--- config.mk ---
export PLATFORM = sky130hd
export DESIGN_NAME = prod_accumulator_flat
export DESIGN_NICKNAME = d
export VERILOG_FILES = /design/src/rtl/mult_pkg.sv /design/src/rtl/prod_accumulator_if.sv /design/src/rtl/prod_accumulator_sat_counter.sv /design/src/rtl/prod_accumulator.sv /design/src/flat_wrapper.sv
export SDC_FILE = /design/constraint.sdc
export NUM_CORES = 1
export LEC_CHECK = 0
export CORE_MARGIN = 5
export CORE_UTILIZATION = 55
export DETAILED_ROUTE_END_ITERATION = 7
export PLACE_DENSITY = 0.86
export SYNTH_ARGS = -nofsm -noshare
export SYNTH_HDL_FRONTEND = slang
export SYNTH_SLANG_ARGS = --single-unit
--- constraint.sdc ---
create_clock -name clk -period 6.8 [get_ports clk]
set_input_delay 2.04 -clock clk [delete_from_list [all_inputs] [get_ports clk]]
set_output_delay 2.04 -clock clk [all_outputs]
set_load 0.005 [all_outputs]
--- src/rtl/mult_pkg.sv ---
// Shared constants and state type for the multiplier / product-accumulator datapath.
package mult_pkg;

    localparam int OPND_W = 16;
    localparam int PROD_W = 2 * OPND_W;
    localparam int ACC_W  = 40;
    localparam int CNT_W  = 9;

    typedef enum logic {
        ACC  = 1'b0,
        DONE = 1'b1
    } state_e;

endpackage

--- src/rtl/prod_accumulator_if.sv ---
// Product-in / frame-result-out handshake bundle for prod_accumulator.
interface prod_accumulator_if #(
    parameter int PROD_W = mult_pkg::PROD_W,
    parameter int ACC_W  = mult_pkg::ACC_W,
    parameter int CNT_W  = mult_pkg::CNT_W
);

    logic              in_valid;
    logic              in_ready;
    logic [PROD_W-1:0] in_prod;
    logic              in_last;
    logic              out_valid;
    logic              out_ready;
    logic [ACC_W-1:0]  out_sum;
    logic [CNT_W-1:0]  out_count;
    logic              out_ovf;

    // Producer of products and consumer of frame results.
    modport master (
        output in_valid, in_prod, in_last, out_ready,
        input  in_ready, out_valid, out_sum, out_count, out_ovf
    );

    modport slave (
        input  in_valid, in_prod, in_last, out_ready,
        output in_ready, out_valid, out_sum, out_count, out_ovf
    );

endinterface

--- src/rtl/prod_accumulator_sat_counter.sv ---
// CNT_W-bit up-counter that sticks at all-ones; synchronous clear wins over enable.
module sat_counter #(
    parameter int CNT_W = mult_pkg::CNT_W
) (
    input  logic             clk,
    input  logic             rst_n,
    input  logic             clr,
    input  logic             en,
    output logic [CNT_W-1:0] cnt_o
);

    logic [CNT_W-1:0] cnt_q;
    logic [CNT_W-1:0] cnt_d;

    // NOTE: default first so every path assigns cnt_d and no latch is inferred.
    always_comb begin
        cnt_d = cnt_q;
        if (clr) begin
            cnt_d = '0;
        end else if (en && (cnt_q != {CNT_W{1'b1}})) begin
            cnt_d = cnt_q + CNT_W'(1);
        end
    end

    // NOTE: non-blocking for all flop updates so every register samples pre-edge values.
    always_ff @(posedge clk or negedge rst_n) begin
        if (!rst_n) begin
            cnt_q <= '0;
        end else begin
            cnt_q <= cnt_d;
        end
    end

    assign cnt_o = cnt_q;

endmodule

--- src/rtl/prod_accumulator.sv ---
// Sums a frame of unsigned products into a wide accumulator and hands back one
// registered {sum, count, sticky overflow} result per frame over valid/ready.
module prod_accumulator #(
    parameter int PROD_W = mult_pkg::PROD_W,
    parameter int ACC_W  = mult_pkg::ACC_W,
    parameter int CNT_W  = mult_pkg::CNT_W
) (
    input  logic               clk,
    input  logic               rst_n,
    input  logic               clr,
    prod_accumulator_if.slave  bus
);

    import mult_pkg::*;

    state_e           state_q, state_d;
    logic [ACC_W-1:0] acc_q, acc_d;
    logic             ovf_q, ovf_d;
    logic [ACC_W:0]   sum_ext;
    logic             cnt_clr;
    logic             cnt_en;
    logic [CNT_W-1:0] cnt;

    always_comb begin
        state_d = state_q;
        acc_d   = acc_q;
        ovf_d   = ovf_q;
        cnt_clr = 1'b0;
        cnt_en  = 1'b0;
        // One extra bit captures the carry out of the accumulator MSB.
        sum_ext = {1'b0, acc_q} + {{(ACC_W + 1 - PROD_W){1'b0}}, bus.in_prod};

        if (clr) begin
            state_d = ACC;
            acc_d   = '0;
            ovf_d   = 1'b0;
            cnt_clr = 1'b1;
        end else begin
            case (state_q)
                ACC: begin
                    if (bus.in_valid) begin
                        acc_d  = sum_ext[ACC_W-1:0];
                        ovf_d  = ovf_q | sum_ext[ACC_W];
                        cnt_en = 1'b1;
                        if (bus.in_last) begin
                            state_d = DONE;
                        end
                    end
                end
                DONE: begin
                    if (bus.out_ready) begin
                        state_d = ACC;
                        acc_d   = '0;
                        ovf_d   = 1'b0;
                        cnt_clr = 1'b1;
                    end
                end
                default: state_d = ACC;
            endcase
        end
    end

    always_ff @(posedge clk or negedge rst_n) begin
        if (!rst_n) begin
            state_q <= ACC;
            acc_q   <= '0;
            ovf_q   <= 1'b0;
        end else begin
            state_q <= state_d;
            acc_q   <= acc_d;
            ovf_q   <= ovf_d;
        end
    end

    sat_counter #(
        .CNT_W (CNT_W)
    ) u_cnt (
        .clk   (clk),
        .rst_n (rst_n),
        .clr   (cnt_clr),
        .en    (cnt_en),
        .cnt_o (cnt)
    );

    // in_ready looks only at state and clr, never at in_valid or out_ready.
    assign bus.in_ready  = (state_q == ACC) && !clr;
    assign bus.out_valid = (state_q == DONE);
    assign bus.out_sum   = acc_q;
    assign bus.out_count = cnt;
    assign bus.out_ovf   = ovf_q;

endmodule

--- src/flat_wrapper.sv ---
// flat-port wrapper written by rule: the top's interface ports become plain ports
module prod_accumulator_flat import mult_pkg::*;
#(
    parameter int PROD_W = mult_pkg::PROD_W,
    parameter int ACC_W  = mult_pkg::ACC_W,
    parameter int CNT_W  = mult_pkg::CNT_W
)
  (clk, rst_n, clr, bus_in_valid, bus_in_prod, bus_in_last, bus_out_ready, bus_in_ready, bus_out_valid, bus_out_sum, bus_out_count, bus_out_ovf);
  prod_accumulator_if #(.PROD_W(PROD_W), .ACC_W(ACC_W), .CNT_W(CNT_W)) bus_i ();
  input  logic clk;
  input  logic rst_n;
  input  logic clr;
  input wire logic [$bits(bus_i.in_valid)-1:0] bus_in_valid;
  input wire logic [$bits(bus_i.in_prod)-1:0] bus_in_prod;
  input wire logic [$bits(bus_i.in_last)-1:0] bus_in_last;
  input wire logic [$bits(bus_i.out_ready)-1:0] bus_out_ready;
  output wire logic [$bits(bus_i.in_ready)-1:0] bus_in_ready;
  output wire logic [$bits(bus_i.out_valid)-1:0] bus_out_valid;
  output wire logic [$bits(bus_i.out_sum)-1:0] bus_out_sum;
  output wire logic [$bits(bus_i.out_count)-1:0] bus_out_count;
  output wire logic [$bits(bus_i.out_ovf)-1:0] bus_out_ovf;
  assign bus_i.in_valid = bus_in_valid;
  assign bus_i.in_prod = bus_in_prod;
  assign bus_i.in_last = bus_in_last;
  assign bus_i.out_ready = bus_out_ready;
  assign bus_in_ready = bus_i.in_ready;
  assign bus_out_valid = bus_i.out_valid;
  assign bus_out_sum = bus_i.out_sum;
  assign bus_out_count = bus_i.out_count;
  assign bus_out_ovf = bus_i.out_ovf;
  prod_accumulator #(.PROD_W(PROD_W), .ACC_W(ACC_W), .CNT_W(CNT_W)) u_core (.clk(clk), .rst_n(rst_n), .clr(clr), .bus(bus_i));
endmodule
==> out/summary.txt <==
FLOORPLANNING
-----------------------------------------------------------------------------------------------
Initial core utilization                                                                  55.6%
Ports                                                                                        90
Cell Rows                                                                                    31
Placeable Area                                                                         7180 um2
Area of the die                                                                        9060 um2
Height of the die                                                                       95.2 um
Die extent in x                                                                         95.2 um

CLOCK TREE
-----------------------------------------------------------------------------------------------
Maximum number of buffers from clock root to sink                                             2
Post-CTS Setup Bufs                                                                           0
Number of hold-repair buffers added at the cts stage                                          0
Sinks on the clock net                                                                       51
Clk_lat worst skew                                                                      0.31 ns
Root buffer cell                                                                   sky130_fd_sc_hd__clkbuf_8
Clock input transition at the sequential cells of the worst setup and hold paths        0.10 ns
Total clock buffers created by CTS                                                            5
CTS tree                                                                                   done
CTS H-tree lvls                                                                               2
Resized cells post-CTS                                                                        0

PLACEMENT
-----------------------------------------------------------------------------------------------
Number of cells after detailed placement                                                    639
IO Port Bufs                                                                                 89
DP Area                                                                                4930 um2
HPWL Detailed                                                                           7.72 mm
Placer congestion estimate                                                                0.892

GLOBAL ROUTE
-----------------------------------------------------------------------------------------------
GRT Residual Overflow                                                                         0
Number of global-route vias before repair                                                  3744
Total global-route track usage                                                            23.5%
Antenna violations before repair                                                              0
Wire length of the first global-routing pass                                            17.3 mm
Largest net degree at the start of global routing                                            52

LOGIC SYNTHESIS
-----------------------------------------------------------------------------------------------
Netlist area before placement                                                          3990 um2
Proportion of netlist area held by the largest area contributor                           32.0%
Count of warnings emitted by yosys                                                            0
Share of synthesized area occupied by flip-flops and latches                              32.0%
Dominant register cell in the synthesized netlist                                  sky130_fd_sc_hd__dfrtp_1
Dominant cells by area after synthesis                                             sky130_fd_sc_hd__dfrtp_1 (32%), sky130_fd_sc_hd__ha_1 (11%), sky130_fd_sc_hd__nand2_1 (6.1%)
Async set-or-reset flop fraction in the synthesized netlist                                100%
Post-synth EDFFs                                                                              0
Cell type contributing the most total cell area after synthesis                    sky130_fd_sc_hd__dfrtp_1
Synth top cells by count                                                           sky130_fd_sc_hd__nand2_1 (65), sky130_fd_sc_hd__dfrtp_1 (51), sky130_fd_sc_hd__a21oi_1 (45)
Synthesized instance count                                                                  473
Cell variety after synth                                                                     65
Syn_nets                                                                                    546
Number of flip-flops and latches in the synthesized netlist                                  51
Most frequently used cell type in the post-synthesis netlist                       sky130_fd_sc_hd__nand2_1
Average cell area after synthesis                                                      8.44 um2

STA
-----------------------------------------------------------------------------------------------
Final number of hold-violating endpoints                                                      0
Crit path time final                                                                    5.18 ns
Slew of the pin with the lowest slew margin                                            0.761 ns
Setup violation total in the final timing report                                              0
Fin Setup TNS                                                                              0 ns
Worst Clk Skew                                                                       0.00609 ns
Unrepaired setup endpoints after global routing                                           false
Tightest slew margin relative to the limit                                                49.1%
Fin. max-slew vios                                                                            0
Top achievable clock speed                                                            0.193 GHz
Crit share post-route                                                                     76.1%

LAYOUT
-----------------------------------------------------------------------------------------------
Filler cells                                                                                606
Share of post-route cells with drive strength above 1                                     5.66%
Register cell area after layout                                                        1280 um2
Fin area                                                                               5010 um2
Net total in the final layout                                                               620
Area Overhead vs Synth                                                                    25.6%
Area taken by multi-input logic gates                                                  2590 um2
Filler-free cell count of the finished design                                               647
Share of the core filled with cells                                                       69.9%
Diodes inserted                                                                               0

ROUTE
-----------------------------------------------------------------------------------------------
1st-iter DRT viols                                                                          194
Total wire length after detailed routing                                                10.3 mm
Total vias in the final route                                                              3884
Via density                                                                                6.00
Final routed DRC violation total                                                              0
Count of nets left with antenna violations after detail routing                               0
Number of detailed-route iterations in the first pass                                         4
Drt wl/cell                                                                             16.0 um

POWER
-----------------------------------------------------------------------------------------------
Lkg Pwr                                                                                 2.19 nW
Power Density                                                                        201 nW/um2
Total chip power                                                                        1.01 mW
VDD IR-drop max                                                                          120 uV

SETUP PATH
-----------------------------------------------------------------------------------------------
Setup slack, reg-to-reg                                                                 3.86 ns
Worst path required time                                                                4.76 ns
CP endpoint kind                                                                   primary output
Top fanout value on the critical path                                                         5
Crit path launch type                                                                 input pin
Worst setup path category                                                                in2out
Arrival time reported for the critical path endpoint                                    3.14 ns

RUN
-----------------------------------------------------------------------------------------------
Max-capacitance violation count                                                               0

RUN STATUS
-----------------------------------------------------------------------------------------------
Outcome                                                                            finished clean

HOLD PATH
-----------------------------------------------------------------------------------------------
Classification of the worst-slack hold path                                             reg2reg

-- registers in the layout, indices dropped and copies added, names as in the netlist --
| register | count |
|---|---|
| u_core.bus.out_ovf | 1 |
| u_core.bus.out_sum | 40 |
| u_core.bus.out_valid | 1 |
| u_core.u_cnt.cnt_o | 9 |
-- metrics by stage --
step | hold WS [ns] | setup WS (ns)
after floorplan | 0.500 | 2.52
after global placement | 0.491 | 1.65
after detailed placement | 0.504 | 1.63
after CTS | 0.525 | 1.62
after global routing | 0.555 | 1.56
final | 0.514 | 1.62
-- final timing paths --
kind / depth (start not counted) / start / end
setup / recovery: 3 / clr / bus_in_ready
hold / removal: 2 / u_core.bus.out_sum[16]$_DFFE_PN0P_ / u_core.bus.out_sum[16]$_DFFE_PN0P_
setup reg to reg: 10 / u_core.bus.out_sum[0]$_DFFE_PN0P_ / u_core.bus.out_sum[36]$_DFFE_PN0P_
hold reg to reg: 2 / u_core.bus.out_sum[16]$_DFFE_PN0P_ / u_core.bus.out_sum[16]$_DFFE_PN0P_
max in group asynchronous: 2 / rst_n / u_core.bus.out_sum[39]$_DFFE_PN0P_
min in group asynchronous: 2 / rst_n / u_core.bus.out_sum[16]$_DFFE_PN0P_
-- layer usage --
layer / track usage (%) / vias up / part of all wire, %
li1: - / 1878 / -
met1: 31.3 / 1835 / 44
met2: 38.0 / 153 / 46
met3: 6.08 / 18 / 8.0
met4: 6.49 / 0 / 1.6
met5: 0 / - / 0
-- final cells by class --
cell class / count / share of cell area (%)
multi-input combinational: 388 / 51.6
sequential: 51 / 25.5
clock buffer: 6 / 1.45
inverter: 9 / 0.674
tap: 99 / 2.47
timing repair buffer: 92 / 18.1
clock inverter: 2 / 0.250
-- kinds of logic after synthesis --
| kind of cell | share of synthesized area (%) |
|---|---|
| flops | 32.0 |
| buf+inv | 3.26 |
| xor+xnor | 7.24 |
| simple gates | 19.5 |
| fa+ha+maj | 11.2 |
| mux | 0.533 |
| compound gates | 26.4 |
-- power by group --
part	internal, mW	total (mW)	switching [mW]
combinational	0.215	0.449	0.234
clock	0.0724	0.183	0.110
sequential	0.337	0.376	0.0386
total	0.624	1.01	0.383
-- critical path, cell delays in order --
cell and delay (ns):
sky130_fd_sc_hd__clkdlybuf4s50_1 0.47, sky130_fd_sc_hd__nor2_1 0.11, sky130_fd_sc_hd__clkdlybuf4s50_1 0.51
-- cells in the final DEF (no fill, tap or decap), types with 4 or more instances in the layout --
| cell type | instances |
|---|---|
| sky130_fd_sc_hd__clkdlybuf4s50_1 | 88 |
| sky130_fd_sc_hd__nand2_1 | 65 |
| sky130_fd_sc_hd__dfrtp_1 | 51 |
| sky130_fd_sc_hd__a21oi_1 | 45 |
| sky130_fd_sc_hd__o21ai_0 | 43 |
| sky130_fd_sc_hd__ha_1 | 34 |
| sky130_fd_sc_hd__nor2_1 | 28 |
| sky130_fd_sc_hd__xor2_1 | 19 |
| sky130_fd_sc_hd__xnor2_1 | 14 |
| sky130_fd_sc_hd__nand3_1 | 13 |
| sky130_fd_sc_hd__nand4_1 | 11 |
| sky130_fd_sc_hd__a21o_1 | 9 |
| sky130_fd_sc_hd__inv_1 | 9 |
| sky130_fd_sc_hd__a22o_1 | 8 |
| sky130_fd_sc_hd__and3_1 | 7 |
| sky130_fd_sc_hd__a31oi_1 | 7 |
| sky130_fd_sc_hd__o21bai_1 | 7 |
| sky130_fd_sc_hd__nand2b_1 | 5 |
| sky130_fd_sc_hd__nor3_1 | 5 |
| sky130_fd_sc_hd__clkbuf_8 | 5 |
| sky130_fd_sc_hd__o21ai_1 | 4 |
| sky130_fd_sc_hd__or4_1 | 4 |
Note: power is estimated with default switching activity, not from simulation.
